### src/rtl/tmp_pkg.sv
// Shared types for the temperature-sensor block: controller and decimator state
// encodings plus the CIC width helper.
package tmp_pkg;

    typedef enum logic [1:0] {
        CTRL_IDLE      = 2'd0,
        CTRL_PRECHARGE = 2'd1,
        CTRL_INTEGRATE = 2'd2,
        CTRL_COMPARE   = 2'd3
    } ctrl_state_t;

    typedef enum logic [1:0] {
        DEC_IDLE = 2'd0,
        DEC_RUN  = 2'd1,
        DEC_COMB = 2'd2
    } dec_state_t;

    // A sinc2 over N = 2^dec_log2 one-bit samples peaks at N^2, so 2*log2(N)+1 bits.
    function automatic int cic_width(input int dec_log2);
        return 2 * dec_log2 + 1;
    endfunction

endpackage

### src/rtl/tmp_cic_comb.sv
// Two-stage CIC differentiator. The delay registers advance only when a decimated
// integrator snapshot is loaded. The output is combinational from the snapshot.
module tmp_cic_comb
    import tmp_pkg::*;
#(
    parameter int W = 9
) (
    input  logic         clk,
    input  logic         reset_n,
    input  logic         clr,
    input  logic         load,
    input  logic [W-1:0] i2_snap,
    output logic [W-1:0] comb_out
);

    logic [W-1:0] d1, d2, c1;

    assign c1       = i2_snap - d1;
    assign comb_out = c1 - d2;

    always_ff @(posedge clk or negedge reset_n) begin
        if (!reset_n) begin
            d1 <= '0;
            d2 <= '0;
        end else if (clr) begin
            d1 <= '0;
            d2 <= '0;
        end else if (load) begin
            d1 <= i2_snap;
            d2 <= c1;
        end
    end

endmodule

### src/rtl/tmp_sinc2_decimator.sv
// Sinc2 decimator for the comparator bitstream. It includes the integrators, the
// decimation and warm-up counters, and the valid/ready result register with overrun.
module tmp_sinc2_decimator
    import tmp_pkg::*;
#(
    parameter  int DEC_LOG2 = 4,
    parameter  int SETTLE   = 2,
    localparam int W        = cic_width(DEC_LOG2)
) (
    input  logic         clk,
    input  logic         reset_n,
    input  logic         en,
    input  logic         cmp,
    input  logic         cmp_stb,
    output logic [W-1:0] result,
    output logic         result_valid,
    input  logic         result_ready,
    output logic         overrun,
    input  logic         overrun_clr,
    output logic         busy
);

    localparam int SW = $clog2(SETTLE + 2);
    localparam logic [SW-1:0] SETTLE_L = SW'(SETTLE);

    dec_state_t          state;
    logic [W-1:0]        i1, i2, i1_nxt, i2_snap, comb_out;
    logic [DEC_LOG2-1:0] smp_cnt;
    logic [SW-1:0]       settle_cnt;
    logic                dec_evt, busy_r;
    logic                stb_acc, comb_go, deliver;

    assign stb_acc = en & cmp_stb;
    assign i1_nxt  = i1 + {{(W-1){1'b0}}, cmp};
    assign comb_go = en && (state == DEC_COMB);
    assign deliver = comb_go && (settle_cnt == SETTLE_L);
    assign busy    = busy_r;

    // Integrators keep running through COMB; only the snapshot feeds the comb.
    always_ff @(posedge clk or negedge reset_n) begin
        if (!reset_n) begin
            i1      <= '0;
            i2      <= '0;
            smp_cnt <= '0;
            dec_evt <= 1'b0;
        end else if (!en) begin
            i1      <= '0;
            i2      <= '0;
            smp_cnt <= '0;
            dec_evt <= 1'b0;
        end else begin
            dec_evt <= stb_acc && (smp_cnt == '1);
            if (stb_acc) begin
                i1      <= i1_nxt;
                i2      <= i2 + i1_nxt;
                smp_cnt <= smp_cnt + 1'b1;
            end
        end
    end

    always_ff @(posedge clk or negedge reset_n) begin
        if (!reset_n) begin
            state      <= DEC_IDLE;
            settle_cnt <= '0;
            busy_r     <= 1'b0;
            i2_snap    <= '0;
        end else if (!en) begin
            state      <= DEC_IDLE;
            settle_cnt <= '0;
            busy_r     <= 1'b0;
            i2_snap    <= '0;
        end else begin
            case (state)
                DEC_IDLE: begin
                    state  <= DEC_RUN;
                    busy_r <= 1'b1;
                end
                DEC_RUN: begin
                    if (dec_evt) begin
                        state   <= DEC_COMB;
                        i2_snap <= i2;
                    end
                end
                DEC_COMB: begin
                    state <= DEC_RUN;
                    if (deliver) busy_r <= 1'b0;
                    else         settle_cnt <= settle_cnt + 1'b1;
                end
                default: state <= DEC_IDLE;
            endcase
        end
    end

    tmp_cic_comb #(.W(W)) u_comb (
        .clk      (clk),
        .reset_n  (reset_n),
        .clr      (!en),
        .load     (comb_go),
        .i2_snap  (i2_snap),
        .comb_out (comb_out)
    );

    // A fresh code always wins over a simultaneous transfer or overrun clear.
    always_ff @(posedge clk or negedge reset_n) begin
        if (!reset_n) begin
            result       <= '0;
            result_valid <= 1'b0;
            overrun      <= 1'b0;
        end else begin
            if (deliver) begin
                result       <= comb_out;
                result_valid <= 1'b1;
            end else if (result_valid && result_ready) begin
                result_valid <= 1'b0;
            end
            if (deliver && result_valid && !result_ready) overrun <= 1'b1;
            else if (overrun_clr)                           overrun <= 1'b0;
        end
    end

endmodule
### config.mk
export PLATFORM = sky130hd
export DESIGN_NAME = tmp_sinc2_decimator
export DESIGN_NICKNAME = d
export VERILOG_FILES = /design/src/rtl/tmp_pkg.sv /design/src/rtl/tmp_cic_comb.sv /design/src/rtl/tmp_sinc2_decimator.sv
export SDC_FILE = /design/constraint.sdc
export NUM_CORES = 1
export LEC_CHECK = 0
export CAP_MARGIN = 20
export CORE_MARGIN = 1.5
export CORE_UTILIZATION = 55
export DETAILED_ROUTE_END_ITERATION = 7
export GPL_TIMING_DRIVEN = 0
export PLACE_DENSITY = 0.7
export SLEW_MARGIN = 25
export SYNTH_ARGS = -nofsm -noshare
export SYNTH_HDL_FRONTEND = slang
export SYNTH_SLANG_ARGS = --single-unit
### constraint.sdc
create_clock -name clk -period 4.65 [get_ports clk]
set_input_delay 1.395 -clock clk [delete_from_list [all_inputs] [get_ports clk]]
set_output_delay 1.395 -clock clk [all_outputs]
set_load 0.1 [all_outputs]
# ---- After elaboration in Yosys (flattened, before gate mapping)
# Cells that the tools add are included.
dict set report op_classes {
  n_reduce_logical 14
  n_addsub 6
  n_mux 27
  bitwise_logic 1
  eq_ne 13
}
# cell count
set op_table {}
lappend op_table {{2-to-1 mux 9 bit} 11}
lappend op_table {{subtractor 9 bit} 2}
lappend op_table {{2-to-1 mux 2 bit} 5}
lappend op_table {{inequality test 2 x 1 -> 1 bit (second input constant)} 5}
lappend op_table {{adder 9 x 1 -> 9 bit} 1}
lappend op_table {{adder 9 bit} 1}
lappend op_table {{2-to-1 mux 4 bit} 2}
lappend op_table {{2-to-1 mux 1 bit} 7}
lappend op_table {{logical AND 1 bit} 6}
lappend op_table {{inequality test 3 bit (second input constant)} 2}
lappend op_table {{AND reduction 2 bit} 3}
lappend op_table {{adder 4 x 1 -> 4 bit (second input constant)} 1}
lappend op_table {{equality test 2 bit (second input constant)} 2}
lappend op_table {{equality test 4 bit (second input constant)} 1}
lappend op_table {{one-hot mux 2 bit (2 select lines)} 1}
lappend op_table {{nonzero test 2 bit} 2}
lappend op_table {{inequality test 3 x 1 -> 1 bit (second input constant)} 1}
lappend op_table {{adder 2 x 1 -> 2 bit (second input constant)} 1}
lappend op_table {{equality test 2 x 1 -> 1 bit (second input constant)} 1}
lappend op_table {{logical NOT 2 bit} 1}
lappend op_table {{inequality test 2 bit (second input constant)} 1}
lappend op_table {{one-hot mux 1 bit (2 select lines)} 1}
lappend op_table {{OR reduction 2 bit} 1}
lappend op_table {{AND 1 bit} 1}
lappend op_table {{logical NOT 1 bit} 1}
dict set report word_totals {
  inputBits 7
  register_bits 66
  out_inout_bits 12
}

# ---- Depth between registers and ports, before layout
# Gate-level depths: netlist of run 1.
dict set report logic_depth {
  ltp_word 6
  mapped_depth 17
  depth_no_buf 17
}

# ---- Cells and area by module
# A second synthesis of run 1 with hierarchy kept.
dict set report unflattened {
  hier_cells 395
  hier_area_um2 3991.3
}
# module n_inst area_each_um2 cells_each
set modules_own_cells {}
lappend modules_own_cells {tmp_sinc2_decimator 1 2541.2 238}
lappend modules_own_cells {tmp_cic_comb 1 1450.1 157}

# ---- Least setup slack after synthesis of run 1
# Ideal clock, no wire load.
dict set report synth_timing {
  path_kind {input to register}
  start {input cmp}
  end {register i2[8]}
  t_arrival_ns 3.514
  required_ns 4.518
  n_path_buf 1
  setup_time_ns 0.132
  path_slack_ns 1.004
  path_stages 13
  path_cell_list {ha_1 > ha_1 > and3_1 > clkbuf_1 > xor2_1 > ha_1 > a21oi_1 > o22ai_1 > o41ai_1 > xnor2_1 > nand2_1 > xor2_1 > nor2_1}
}
dict set report synth_via {
  elab_chain_cells 4
}
# element line_no
set synth_lines {}
lappend synth_lines {{start, declared} tmp_sinc2_decimator.sv:13} ;# input logic cmp,
lappend synth_lines {{adder 9 x 1 -> 9 bit} tmp_sinc2_decimator.sv:34} ;# assign i1_nxt = i1 + {{(W-1){1'b0}}, cmp};
lappend synth_lines {{adder 9 bit} tmp_sinc2_decimator.sv:55} ;# i2 <= i2 + i1_nxt;
lappend synth_lines {{2-to-1 mux 9 bit} tmp_sinc2_decimator.sv:53} ;# if (stb_acc) begin
lappend synth_lines {{2-to-1 mux 9 bit} tmp_sinc2_decimator.sv:46} ;# end else if (!en) begin
lappend synth_lines {{end signal, assigned} tmp_sinc2_decimator.sv:55}
lappend synth_lines {{end, declared} tmp_sinc2_decimator.sv:27} ;# logic [W-1:0] i1, i2, i1_nxt, i2_snap, comb_out;
# No other way between the ends. The select of a mux whose other input is x is not followed.
# A chain may end at the register's enable or synchronous reset.

# ---- Worst setup path after layout of run 1
# Ends and elaborated chain as after synthesis.

==> results of run 1 <==
==> cells by family after synthesis <==
logic type / after synthesis / synth area share, %
flip-flops: 66 / 45.5
AO/OA/AOI/OAI: 79 / 15.4
adder cells (fa/ha/maj): 31 / 11.3
XOR/XNOR: 36 / 9.07
multiplexers: 9 / 2.52
AND/OR/NAND/NOR: 99 / 12.2
buffers and inverters: 38 / 3.96
==> layer usage <==
layer	part of all wire, %	routed length, µm	up-vias	track usage, %
li1	-	-	1288	-
met1	45	2910	1188	22.8
met5	0	0	-	0
met3	2.6	167	13	4.82
met4	1.8	119	0	7.15
met2	51	3280	31	36.8
==> cell type report <==
class	count	area [µm²]
Fill cell	499	2230
Multi-Input combinational cell	254	1830
Clock inverter	2	35.0
Clock buffer	14	163
Tap cell	77	96.3
Inverter	27	101
Buffer	11	42.5
Sequential cell	66	1650
Timing Repair Buffer	18	195
==> worst paths after layout <==
check	depth (start not counted)	start	endpoint
max reg2reg	14	i2_snap[1]$_DFFE_PN0P_	result[8]$_DFFE_PN0P_
min	2	result[4]$_DFFE_PN0P_	result[4]$_DFFE_PN0P_
max in group asynchronous	2	reset_n	i1[8]$_DFFE_PN0P_
min in group asynchronous	1	reset_n	overrun$_DFFE_PN0P_
min reg2reg	2	result[4]$_DFFE_PN0P_	result[4]$_DFFE_PN0P_
max	14	cmp	i2[8]$_DFFE_PN0P_
==> sequential cells by signal, summed over array words and instances, names as in the netlist, 2 cells and up <==
signal	flops
i1	9
i2	9
i2_snap	9
result	9
settle_cnt	2
smp_cnt	4
state	2
u_comb.d1	9
u_comb.d2	9
==> placed cells by master, fill, tap and decap left out, types with 2 or more instances in the layout <==
cell type and count:
dfrtp_1 66, nor2_1 41, ha_1 28, inv_1 26, nand2_1 26, a22o_1 24, o21ai_0 20, xor2_1 19
xnor2_1 16, clkdlybuf4s50_1 16, a21oi_1 14, clkbuf_8 11, clkbuf_1 10, mux2i_1 8, o21a_1 7, and3_1 5
nand3_1 5, nand2b_1 5, nor2b_1 4, nor3_1 4, nand4_1 4, buf_1 3, or3_1 3, fa_1 3
a21boi_0 2, o31ai_1 2, o22ai_1 2, a21o_1 2, a211oi_1 2
==> cells in the mapped netlist, drive strengths merged (2+ instances only) <==
cell type | n | area share [%]
a21boi | 2 | 0.41
fa | 3 | 1.7
nor2b | 4 | 0.69
nand3 | 5 | 0.69
dfrtp | 66 | 46
nor3 | 5 | 0.83
nand2b | 5 | 0.86
and3 | 5 | 0.86
o21a | 7 | 1.4
ha | 28 | 9.7
a22o | 24 | 5.8
a211oi | 2 | 0.41
o22ai | 2 | 0.34
a21o | 2 | 0.41
nor2 | 41 | 4.2
o41ai | 2 | 1.0
or3 | 3 | 0.52
o21ai | 21 | 3.0
nand2 | 26 | 2.7
clkbuf | 7 | 0.72
buf | 4 | 0.45
nand4 | 4 | 0.69
xnor2 | 16 | 3.9
inv | 27 | 2.8
mux2i | 8 | 2.2
a21oi | 14 | 1.9
xor2 | 19 | 4.6
o31ai | 2 | 0.41
==> tightest hold or removal path: cells and delay by family, from the launching register on <==
family | cells | cell delay [ps]
flops | 1 | 340
compound gates | 1 | 60
simple gates | 1 | 40
==> power by group through the flow <==
stage                     clock, W  combinational [W]  sequential [W]
after CTS                 0.000500          0.0000759        0.000589
final                     0.000491          0.0000738        0.000589
after global placement           0          0.0000705        0.000599
after detailed placement         0          0.0000754        0.000600
after floorplan                  0          0.0000324        0.000610
after global routing      0.000524          0.0000835        0.000590
==> per-stage QoR <==
| step | setup slack [ps] | hold slack, ps | util (%) | cell area, µm² | std cells |
|---|---|---|---|---|---|
| after detailed placement | 344 | 466 | 61.8 | 3920 | 453 |
| after global routing | 442 | 496 | 64.9 | 4120 | 469 |
| after global placement | 25.6 | 460 | 61.4 | 3900 | 452 |
| final | 714 | 476 | 64.9 | 4120 | 469 |
| after CTS | 705 | 482 | 64.9 | 4120 | 469 |
| after floorplan | 1000 | 454 | - | 3630 | 358 |
==> results.cfg, run 1 <==
[global_routing]
grt_max_degree = 55
grt_antenna_before_repair = 0
grt_pass1_wl_um = 11300
grt_pass1_vias = 2581
grt_util_all_layers_pct = 20.1
grt-ovfl-total = 0

[floorplan]
die_h_um = 84.2
num_rows = 29
start_util_pct = 57.2
coreArea_um2 = 6350
die_w_um = 84.2
die_area_um2 = 7100
io_pins = 19

[synthesis]
syn_area_um2 = 3630
synth_edf_count = 0
synth_ff_type = dfrtp_1
yosysSeqAreaShare_pct = 45.5
async_flop_share_pct = 100
ys_ff_latch = 66
synth_area_per_cell_um2 = 10.1
netlist_instances = 358
synth.distinct_cells = 37
synth_fp_nets = 396
yosys_warnings = 0

[sta]
finalSetupTns_ps = 0
slew_violations = 0
worst_pin_slew_ps = 960
slew-limit-headroom_pct = 35.8
fmax_mhz = 254
fin_skew_ps = 5.09
rsz0062_at_grt = no
min_period_ps = 3940
fin_crit_sh_pct = 84.7
setup_viol = 0
hold_violations = 0

[worst_setup_path]
cp_top_family = buffers and inverters
crit_buf_inv = 2
cp_data_arrival_time_ps = 4150
cp.required_ps = 4860
cp_slowest_cell = clkdlybuf4s50_1
crit_top_cell = ha_1
critPathMaxStageDelay_ps = 460
path_max_fanout = 5
cp-end-kind = flop
worstSetupPathType = in -> reg
path_cells = clkdlybuf4s50_1 > ha_1 > ha_1 > and3_1 > clkbuf_1 > xor2_1 > ha_1 > a21oi_1 > o22ai_1 > o41ai_1 > xnor2_1 > nand2_1 > xor2_1 > nor2_1
start_kind = input port
r2r_slack_ps = 1110

[final_layout]
nets = 425
drive_gt1_share_pct = 5.36
area_growth_pct = 13.5
diodes = 0

[power]
p_sw_w = 0.000270
pwr-share-clk_pct = 42.5
pwr-share-seq_pct = 51.1
total_power_w = 0.00115
p_int_w = 0.000884
combPwrFrac_pct = 6.4
p_leak_nw = 1.91
powerDensity_nw_per_um2 = 280
ir_worst_vdd_mv = 0.199
p_sw_share_pct = 23.4

[clock_network]
cts_resized = 0
cts_setup_buffers = 0
cts_buffers = 9
holdBufCountCts = 0
clkLatencyLatePin_ps = 340
cts_root_buf = clkbuf_8
tritoncts = built
clock-sinks = 66
htreeDepth = 3
clockBufferDepth = 2
clk_transition_reported_paths_ps = 70

[detailed_routing]
drtAntennaViolNets = 0
drt_iter0_markers = 77
firstDrtPassIters = 4
viasPerCell = 5.37
wl_per_cell_um = 13.8
vias = 2520
drcViolationCount = 0
routed_wl_um = 6480

[placed_design]
io_buffers = 17
dp_hpwl_um = 4770
gp_congestion = 0.716

[flow_run]
max-cap-violations = 0

[status]
status = finished clean

[worst_hold_path]
hp-class = reg -> reg
Note: power is estimated with default switching activity, not from simulation.
==> run 2, diff against run 1 <==
==> constraint.sdc (replaced) <==
create_clock -name clk -period 3.9 [get_ports clk]
set_input_delay 1.17 -clock clk [delete_from_list [all_inputs] [get_ports clk]]
set_output_delay 1.17 -clock clk [all_outputs]
set_load 0.1 [all_outputs]
==> run 2 against run 1 <==
Critical path depth is 1 lower. Critical endpoint unchanged. Sequential share of layout area hardly changed. Final cell count is 0.21% lower. Power is 19% higher. Largest power group unchanged. Global-route usage stayed put. Register-to-register slack worse by 760 ps.
==> results.cfg, run 2 (synthesis gave the netlist of run 1 again) <==
[status]
status = finished clean

[final_layout]
final_cells = 468
layout_common_cells = 66 x dfrtp_1, 41 x nor2_1, 28 x ha_1, 26 x inv_1, 26 x nand2_1
area_growth_pct = 13.6
diodes = 0
nFillCells = 496
drive_gt1_share_pct = 5.63
final_common_cell = dfrtp_1
nets = 424

[clock_network]
clock-sinks = 66
cts_root_buf = clkbuf_8
cts_buffers = 9
clkLatencyLatePin_ps = 340
tritoncts = built
htreeDepth = 3
clk_transition_reported_paths_ps = 70
clockBufferDepth = 2

[detailed_routing]
vias = 2527
viasPerCell = 5.40
drt_iter0_markers = 67
wl_per_cell_um = 13.9
drtAntennaViolNets = 0
drcViolationCount = 0
routed_wl_um = 6500
firstDrtPassIters = 4

[worst_setup_path]
cp.required_ps = 4110
cp-end-kind = flop
start_kind = input port
worstSetupPathType = in -> reg
cp_data_arrival_time_ps = 3760
path_max_fanout = 5

[global_routing]
grt_antenna_before_repair = 0
grt_pass1_vias = 2581
grt_pass1_wl_um = 11300
grt_max_degree = 55
grt_util_all_layers_pct = 20.1
grt-ovfl-total = 0

[placed_design]
dp.cells = 453
io_buffers = 17
dp_hpwl_um = 4770
gp_congestion = 0.716

[sta]
fin_skew_ps = 6.10
rsz0062_at_grt = no
slew_violations = 0
fin_crit_sh_pct = 91.0
min_period_ps = 3550
slew-limit-headroom_pct = 35.8
setup_viol = 0
fmax_mhz = 282
hold_violations = 0
worst_pin_slew_ps = 960

[floorplan]
die_w_um = 84.2
die_h_um = 84.2
die_area_um2 = 7100
coreArea_um2 = 6350
num_rows = 29
start_util_pct = 57.2
io_pins = 19

[power]
ir_worst_vdd_mv = 0.238
powerDensity_nw_per_um2 = 333
p_leak_nw = 1.92
total_power_w = 0.00137

[worst_hold_path]
hp-class = reg -> reg

[flow_run]
max-cap-violations = 0
==> run 2: path summary, 6_finish.rpt <==
path | end | cells past startpoint | slack, ps | start
worst max-delay path | i2[8]$_DFFE_PN0P_ | 13 | 350 | cmp
worst min-delay path | result[4]$_DFFE_PN0P_ | 2 | 480 | result[4]$_DFFE_PN0P_
worst max register to register | result[8]$_DFFE_PN0P_ | 14 | 350 | i2_snap[1]$_DFFE_PN0P_
worst min register to register | result[4]$_DFFE_PN0P_ | 2 | 480 | result[4]$_DFFE_PN0P_
max in group asynchronous | i2_snap[5]$_DFFE_PN0P_ | 2 | 2730 | reset_n
min in group asynchronous | overrun$_DFFE_PN0P_ | 1 | 670 | reset_n
==> run 2: final cells by class <==
type	instances	area [µm²]	share of cell area [%]
buffer	10	38.8	0.941
clock buffer	14	163	3.95
clock inverter	2	35.0	0.850
inverter	27	101	2.46
multi-input combinational	254	1840	44.7
sequential	66	1650	40.1
tap	77	96.3	2.34
timing repair buffer	18	195	4.73
==> run 2: power breakdown <==
part / total, W / switching (W) / internal (W)
registers: 0.000702 / 0.00000846 / 0.000694
clock network: 0.000584 / 0.000254 / 0.000330
logic: 0.0000881 / 0.0000586 / 0.0000296
==> run 2: critical path: stages <==
cell and delay [ps]:
clkdlybuf4s50_1 400, ha_1 220, ha_1 220, and3_1 250, xor2_1 170, ha_1 340, a21oi_1 160, o22ai_1 130
o41ai_2 240, xnor2_1 150, nand2_1 80, xor2_1 170, nor2_1 60
==> run 2: timing repair <==
| item | CTS | global route |
|---|---|---|
| buffers inserted | 0 | 0 |
| setup endpoints to repair | 0 | 1 |
| resized for setup | 0 | 1 |
| hold buffers | 0 | 0 |
==> run 2: layer usage <==
metal	wire length (µm)	track usage [%]	vias up	share of wire, %
li1	-	-	1288	-
met1	2910	22.8	1197	45
met2	3330	36.8	30	51
met3	159	4.82	12	2.4
met4	100	7.15	0	1.5
met5	0	0	-	0
==> run 2: per-stage QoR <==
| stage | hold WS (ps) | util [%] | area (µm²) | TNS, ps | setup slack [ps] |
|---|---|---|---|---|---|
| floorplan | 454 | - | 3630 | 0 | 479 |
| global placement | 460 | 61.4 | 3900 | -32750 | -499 |
| detailed placement | 466 | 61.8 | 3920 | -181 | -181 |
| finish | 476 | 64.9 | 4120 | 0 | 353 |
| CTS | 482 | 64.9 | 4120 | 0 | 180 |
| global route | 496 | 64.9 | 4120 | 0 | 65.0 |
